==> src/rtl/lut3_pkg.sv <==
// Shared types and sizes for the 3-input shift-register LUT and its loader.
package lut3_pkg;
    localparam int LUT_DEPTH = 8;
    localparam int LUT_SEL_W = 3;

    typedef enum logic [0:0] {
        IDLE  = 1'b0,
        SHIFT = 1'b1
    } state_e;
endpackage

==> src/rtl/lut3_sreg.sv <==
// 8-stage enable-gated shift register with 8:1 output select; storage is deliberately unreset.
module lut3_sreg
    import lut3_pkg::*;
(
    input  logic                 clk,
    input  logic                 enable,
    input  logic                 s,
    input  logic [LUT_SEL_W-1:0] sel,
    output logic                 z
);
    logic [LUT_DEPTH-1:0] sr_q;

    always_ff @(posedge clk) begin
        if (enable) begin
            sr_q <= {sr_q[LUT_DEPTH-2:0], s};
        end
    end

    assign z = sr_q[sel];
endmodule

==> src/rtl/lut3_cfg_loader.sv <==
// Loads an 8-bit truth table into lut3_sreg over valid/ready, one bit every PACE cycles, MSB first.
// Define LUT3_READBACK_EN to add cfg_shadow, a copy of the last completely loaded table.
module lut3_cfg_loader
    import lut3_pkg::*;
#(
    parameter int PACE = 1
) (
    input  logic                 clk,
    input  logic                 areset,
    input  logic                 cfg_valid,
    output logic                 cfg_ready,
    input  logic [LUT_DEPTH-1:0] cfg_data,
    input  logic                 a,
    input  logic                 b,
    input  logic                 c,
    output logic                 z,
    output logic                 z_valid,
    output logic                 busy,
    output logic                 load_done
`ifdef LUT3_READBACK_EN
    ,
    output logic [LUT_DEPTH-1:0] cfg_shadow
`endif
);
    localparam int PCW = $clog2(PACE) + 1;
    localparam logic [PCW-1:0] PACE_LAST = PCW'(PACE - 1);
    localparam logic [3:0]     BIT_LAST  = 4'(LUT_DEPTH - 1);

    state_e               state_q, state_d;
    logic [PCW-1:0]       pace_q, pace_d;
    logic [3:0]           bit_q, bit_d;
    logic [LUT_DEPTH-1:0] hold_q, hold_d;
    logic                 loaded_q, loaded_d;
    logic                 done_q, done_d;
    logic                 accept;
    logic                 lut_en;
    logic                 last_step;
    logic [LUT_DEPTH-1:0] hold_rot;

    assign cfg_ready = (state_q == IDLE);
    assign busy      = (state_q == SHIFT);
    assign z_valid   = cfg_ready & loaded_q;
    assign load_done = done_q;
    assign accept    = cfg_valid & cfg_ready;
    assign lut_en    = busy & (pace_q == PACE_LAST);
    assign last_step = lut_en & (bit_q == BIT_LAST);
    // Rotating rather than shifting returns hold to the original table after the 8th step.
    assign hold_rot  = {hold_q[LUT_DEPTH-2:0], hold_q[LUT_DEPTH-1]};

    always_comb begin
        state_d  = state_q;
        pace_d   = pace_q;
        bit_d    = bit_q;
        hold_d   = hold_q;
        loaded_d = loaded_q;
        done_d   = 1'b0;
        case (state_q)
            IDLE: begin
                if (accept) begin
                    hold_d  = cfg_data;
                    pace_d  = '0;
                    bit_d   = '0;
                    state_d = SHIFT;
                end
            end
            SHIFT: begin
                if (lut_en) begin
                    pace_d = '0;
                    hold_d = hold_rot;
                    bit_d  = bit_q + 4'd1;
                    if (last_step) begin
                        bit_d    = '0;
                        state_d  = IDLE;
                        loaded_d = 1'b1;
                        done_d   = 1'b1;
                    end
                end else begin
                    pace_d = pace_q + PCW'(1);
                end
            end
            default: state_d = IDLE;
        endcase
    end

    always_ff @(posedge clk or posedge areset) begin
        if (areset) begin
            state_q  <= IDLE;
            pace_q   <= '0;
            bit_q    <= '0;
            hold_q   <= '0;
            loaded_q <= 1'b0;
            done_q   <= 1'b0;
        end else begin
            state_q  <= state_d;
            pace_q   <= pace_d;
            bit_q    <= bit_d;
            hold_q   <= hold_d;
            loaded_q <= loaded_d;
            done_q   <= done_d;
        end
    end

`ifdef LUT3_READBACK_EN
    logic [LUT_DEPTH-1:0] shadow_q, shadow_d;

    assign shadow_d = last_step ? hold_rot : shadow_q;

    always_ff @(posedge clk or posedge areset) begin
        if (areset) begin
            shadow_q <= '0;
        end else begin
            shadow_q <= shadow_d;
        end
    end

    assign cfg_shadow = shadow_q;
`endif

    lut3_sreg u_sreg (
        .clk    (clk),
        .enable (lut_en),
        .s      (hold_q[LUT_DEPTH-1]),
        .sel    ({a, b, c}),
        .z      (z)
    );
endmodule

==> config.mk <==
export PLATFORM = sky130hd
export DESIGN_NAME = lut3_cfg_loader
export DESIGN_NICKNAME = d
export VERILOG_FILES = /design/src/rtl/lut3_pkg.sv /design/src/rtl/lut3_sreg.sv /design/src/rtl/lut3_cfg_loader.sv
export SDC_FILE = /design/constraint.sdc
export NUM_CORES = 1
export LEC_CHECK = 0
export CAP_MARGIN = 20
export CORE_MARGIN = 8
export CORE_UTILIZATION = 55
export CTS_CLUSTER_SIZE = 40
export DETAILED_ROUTE_END_ITERATION = 10
export DONT_BUFFER_PORTS = 1
export PLACE_DENSITY = 0.71
export SLEW_MARGIN = 40
export SYNTH_ARGS = -nofsm -noshare
export SYNTH_HDL_FRONTEND = slang
export SYNTH_SLANG_ARGS = --single-unit
==> constraint.sdc <==
create_clock -name clk -period 1.9 [get_ports clk]
set_input_delay 0.19 -clock clk [delete_from_list [all_inputs] [get_ports clk]]
set_output_delay 0.19 -clock clk [all_outputs]
set_load 0.1 [all_outputs]
==> results.cfg, run 1 <==
[outcome]
status = finished clean

[cells_and_area]
multi_input_area_um2 = 429
final-seq-area_um2 = 642
layout.nets = 109
fillCellCount = 162
n_antenna_cell = 0
finalCoreUtilization_pct = 64.4
drive_gt1_share_pct = 31.2
syn_to_final_growth_pct = 11.9

[worst_setup_path]
arrival_ps = 1630
end_kind = primary output
critical_path_required_ps = 1710
worst_setup_path_start_kind = flip-flop
crit_type = flip-flop to primary output
critical_path.max_fanout = 2

[drt]
drtIter0Drc = 15
dr.pass1.iters = 4
via_per_inst = 5.65
via_count = 678
drc_errors = 0
antenna_left = 0
drt_wl_total_um = 1950
wire_per_inst_um = 16.3

[timing]
worstMarginPinSlew_ps = 623
hold_viol = 0
timing.fmax_ghz = 0.549
slew_headroom_pct = 58.4
finClkSkew_ps = 3.92
setup_violations = 0
final_max_slew_viol_count = 0
min_period_ps = 1820
layout_worst_path_cycle_share_pct = 95.9

[placement]
io_buffers = 0
gp_congestion = 0.759
dp_hpwl_um = 1390

[yosys]
synth-adder-area-share_pct = 1.13
synth_top_area_cell = dfrtp_1
synth_top_family_by_area = multiplexers
yosysMostFrequentCell = dfrtp_1
synth-simple-area-share_pct = 11.5
synthXorXnorAreaFrac_pct = 0
synth_nets = 96
ys_async_sr_fraction_pct = 66.7
muxShareOfSynthArea_pct = 17.9
synthFlopType = dfrtp_1
synth.avg_cell_area_um2 = 13.7
synth_compound_area_share_pct = 7.58
synth_warnings = 0
synth-edff-count = 8
synth.area.top_cells = dfrtp_1 36%, edfxtp_1 22%, mux2i_1 9.0%
synth_top_area_share_pct = 36.2
yosysSeqAreaShare_pct = 57.9
ys_seq_elements = 24
syn-cell-area_mm2 = 0.00111
synth_cell_type_count = 23
synth_cells = 81
synthTopCellsByCount = 16 x dfrtp_1, 10 x mux2i_1, 9 x nor3_1, 8 x a21oi_2, 8 x edfxtp_1

[clocking]
clock_path_buffers = 2
h-tree-depth = 1
clk-insertion-delay-late_ps = 300
clockRootBuffer = clkbuf_4
clk_pin_slew_ps = 120
cts_buffers = 3
clock_sinks = 24
cts_tree = yes

[global_route]
antenna_found_initial = 0
grt_start_max_net_pins = 17
grt_usage_pct = 11.1
grt_pass1_vias = 640
gr-total-overflow = 0
grt_pass1_wl_um = 3060

[job]
cap_violations = 0

[die]
die_x_um = 60.8
fp.dieH_um = 60.8
start_util_pct = 57.6
num_io_pins = 19
dieArea_mm2 = 0.00370
fp.coreArea_mm2 = 0.00192
num_rows = 16

[min_path]
hp-class = primary input to flip-flop
## worst paths after layout
| path | startpoint | end | slack (ps) | cells after the start |
|---|---|---|---|---|
| worst max-delay path | u_sreg.sr_q[5]$_DFFE_PP_ | z | 80 | 2 |
| worst min-delay path | cfg_valid | busy$_DFF_PP0_ | 50 | 2 |
| worst max register to register | pace_q$_DFFE_PP0P_ | bit_q[2]$_DFFE_PP0P_ | 430 | 4 |
| worst min register to register | u_sreg.sr_q[2]$_DFFE_PP_ | u_sreg.sr_q[3]$_DFFE_PP_ | 470 | 0 |
| max in group asynchronous | areset | busy$_DFF_PP0_ | 1060 | 2 |
| min in group asynchronous | areset | hold_q[0]$_DFFE_PP0P_ | 400 | 2 |
## flip-flops by register name, summed over array words and instances (netlist names)
register	flops
hold_q	8
u_sreg.sr_q	8
bit_q	4
busy	1
load_done	1
loaded_q	1
pace_q	1
## metrics by stage
step	area, µm²	worst slack (ps)	hold WS, ps	setup TNS (ps)	instances
6_report	1240	78.8	48.9	0	120
2_1_floorplan	1110	286	104	0	81
5_1_grt	1240	-1.59	25.1	-1.59	120
3_3_place_gp	1180	364	183	0	112
3_5_place_dp	1180	314	184	0	112
4_1_cts	1230	32.8	43.1	0	118
## cell families after synthesis
kind of cell    Yosys count
simple gates             24
buf+inv                   7
flops                    24
compound gates           10
fa+ha+maj                 1
mux                      15
## layer usage
metal | part of all wire, % | track usage, %
met1 | 47 | 13.6
met2 | 47 | 17.2
met3 | 5.9 | 4.03
met4 | 0.61 | 4.98
met5 | 0 | 0
## critical path, cell delays in order, from the launching register on
cell and delay (ps):
edfxtp_1 420, mux4_2 490, mux2_4 420
## cells in the final DEF (no fill, tap or decap), types with 3 or more instances in the layout
master,instances
nor3_1,9
clkbuf_4,3
a21oi_2,8
buf_4,10
mux2i_1,10
nand2_1,4
edfxtp_1,8
dfrtp_1,15
nor2_1,3
## timing repair
action | CTS | global route
hold buffers | 2 | 0
endpoints found under the hold margin | 17 | 0
buffers inserted | 0 | 2
setup endpoints to repair | 1 | 1
gates cloned | 0 | 0
gates resized for setup | 1 | 1
## cell type report
class / count / share of cell area (%)
clock buffer: 3 / 1.82
inverter: 3 / 0.910
timing repair buffer: 12 / 7.68
multi-input combinational: 50 / 34.7
sequential: 24 / 51.9
clock inverter: 1 / 0.303
tap: 27 / 2.73
Power of run 1 is left out: the tool's default activity adds up to more than one toggle a clock period on the data nets, which glitch-free logic cannot reach.
==> inputs of run 2 (changes only) <==
--- a/config.mk
+++ b/config.mk
@@ -7,11 +7,12 @@
 export LEC_CHECK = 0
 export CAP_MARGIN = 20
 export CORE_MARGIN = 8
-export CORE_UTILIZATION = 55
+export CORE_UTILIZATION = 50
 export CTS_CLUSTER_SIZE = 40
 export DETAILED_ROUTE_END_ITERATION = 10
 export DONT_BUFFER_PORTS = 1
-export PLACE_DENSITY = 0.71
+export PLACE_DENSITY = 0.66
+export SETUP_SLACK_MARGIN = 0.3
 export SLEW_MARGIN = 40
 export SYNTH_ARGS = -nofsm -noshare
 export SYNTH_HDL_FRONTEND = slang
==> constraint.sdc (replaced) <==
create_clock -name clk -period 2 [get_ports clk]
set_input_delay 0.2 -clock clk [delete_from_list [all_inputs] [get_ports clk]]
set_output_delay 0.2 -clock clk [all_outputs]
set_load 0.1 [all_outputs]
==> run 2 against run 1 <==
Global-route usage grew 0.23 points. Clock-buffer cell count is the same. Critical path depth did not move. Highest routed layer unchanged.
==> results.cfg, run 2 (synthesis gave the netlist of run 1 again) <==
[clocking]
clock_sinks = 24
cts_tree = yes
clk_pin_slew_ps = 130
h-tree-depth = 1
clock_path_buffers = 2
cts_buffers = 3
clk-insertion-delay-late_ps = 320
clockRootBuffer = clkbuf_4

[worst_setup_path]
critical_path_buf_inv_count = 0
critical_path.max_fanout = 2
crit_chain = mux4_2 -> mux2_4
worst_setup_path_start_kind = flip-flop
critPathSlowestCell = mux4_2
end_kind = primary output
arrival_ps = 1650
critical_path_required_ps = 1800
crit_type = flip-flop to primary output
max_stage_delay_ps = 480
path_delay_family = multiplexers

[cells_and_area]
layout_commonest_cell = dfrtp_1
n_antenna_cell = 0
layout.nets = 110
syn_to_final_growth_pct = 12.7
drive_gt1_share_pct = 33.0
mostFrequentLayoutCells = 15 x dfrtp_1, 10 x mux2i_1, 10 x buf_4, 9 x nor3_1
fillCellCount = 184
finalCoreUtilization_pct = 58.0
multi_input_area_um2 = 425
final-seq-area_um2 = 642
stdcell_area_mm2 = 0.00125
reg.largest.list = hold_q (8), u_sreg.sr_q (8), bit_q (4)

[timing]
timing.fmax_ghz = 0.540
hold_viol = 0
setup_violations = 0
rsz0062_at_grt = true
worstMarginPinSlew_ps = 629
tns_ps = 0
final_max_slew_viol_count = 0
min_period_ps = 1850
finClkSkew_ps = 11.5
slew_headroom_pct = 58.0
layout_worst_path_cycle_share_pct = 92.7
whs_ps = 63.5

[global_route]
antenna_found_initial = 0
grt_pass1_wl_um = 3520
gr-total-overflow = 0
grt_pass1_vias = 709
grt_usage_pct = 11.4
grt_start_max_net_pins = 17

[job]
cap_violations = 0

[die]
num_io_pins = 19
dieArea_mm2 = 0.00397
die_x_um = 63.0
num_rows = 17
fp.dieH_um = 63.0
start_util_pct = 51.5
fp.coreArea_mm2 = 0.00215

[drt]
wire_per_inst_um = 16.9
dr.pass1.iters = 4
drtIter0Drc = 14
via_per_inst = 5.52
antenna_left = 0
drc_errors = 0
drt_wl_total_um = 2070
via_count = 673

[placement]
dpl-instance-area_mm2 = 0.00117
dp_hpwl_um = 1440
gp_congestion = 0.759
io_buffers = 0

[outcome]
status = finished clean

[min_path]
hp-class = primary input to flip-flop
==> run 2: changes by cell type in the layout (fill, tap and decap cells not counted) <==
cell / delta
mux4_2: +1
mux4_1: -1
buf_6: +1
==> run 2: final timing paths <==
kind | from | endpoint | slack [ps] | cells past startpoint
max | u_sreg.sr_q[5]$_DFFE_PP_ | z | 150 | 2
min | cfg_valid | bit_q[3]$_DFFE_PP0P_ | 60 | 3
max reg2reg | pace_q$_DFFE_PP0P_ | bit_q[0]$_DFFE_PP0P_ | 490 | 3
min reg2reg | u_sreg.sr_q[4]$_DFFE_PP_ | u_sreg.sr_q[5]$_DFFE_PP_ | 480 | 0
max in group asynchronous | areset | busy$_DFF_PP0_ | 1180 | 2
min in group asynchronous | areset | loaded_q$_DFFE_PP0P_ | 380 | 2
==> run 2: repair_timing <==
action                     CTS  global route
setup endpoints to repair    3             1
hold buffers                 2             0
setup buffers                4             0
cloned                       0             0
hold endpoints to repair    17             0
resized for setup            4             0
==> run 2: tightest hold or removal path: cells and delay by family <==
family | cells | cell delay (ps)
and+or+nand+nor | 2 | 80
AOI/OAI and AO/OA | 1 | 60
==> run 2: layout make-up <==
type / instances / share of cell area, %
multi-input combinational: 50 / 34.1
clock buffer: 3 / 1.81
tap: 28 / 2.81
inverter: 3 / 0.904
timing repair buffer: 13 / 8.53
sequential: 24 / 51.5
clock inverter: 1 / 0.301
==> run 2: per-stage QoR <==
stage | std cells | worst slack (ps)
final | 122 | 147
after global routing | 122 | 114
after CTS | 122 | 153
after detailed placement | 112 | 404
after global placement | 112 | 455
after floorplan | 81 | 376
==> run 2: metal layers <==
metal / share of wire, % / vias to the layer above / wire (µm) / track usage (%)
met5: 0 / - / 0 / 0
met4: 2.1 / 0 / 44 / 5.98
met3: 9.6 / 5 / 198 / 5.38
met2: 44 / 27 / 906 / 16.3
met1: 44 / 327 / 917 / 13.8
li1: - / 314 / - / -
Power of run 2 is left out for the same reason.
==> inputs of run 3 (changes only) <==
--- a/config.mk
+++ b/config.mk
@@ -5,6 +5,7 @@
 export SDC_FILE = /design/constraint.sdc
 export NUM_CORES = 1
 export LEC_CHECK = 0
+export ABC_CLOCK_PERIOD_IN_PS = 2000
 export CAP_MARGIN = 20
 export CORE_MARGIN = 8
 export CORE_UTILIZATION = 50
==> results of run 3 <==
No change in the layout: final DEF, timing and power equal those of run 2.
Power of run 3 is left out for the same reason.
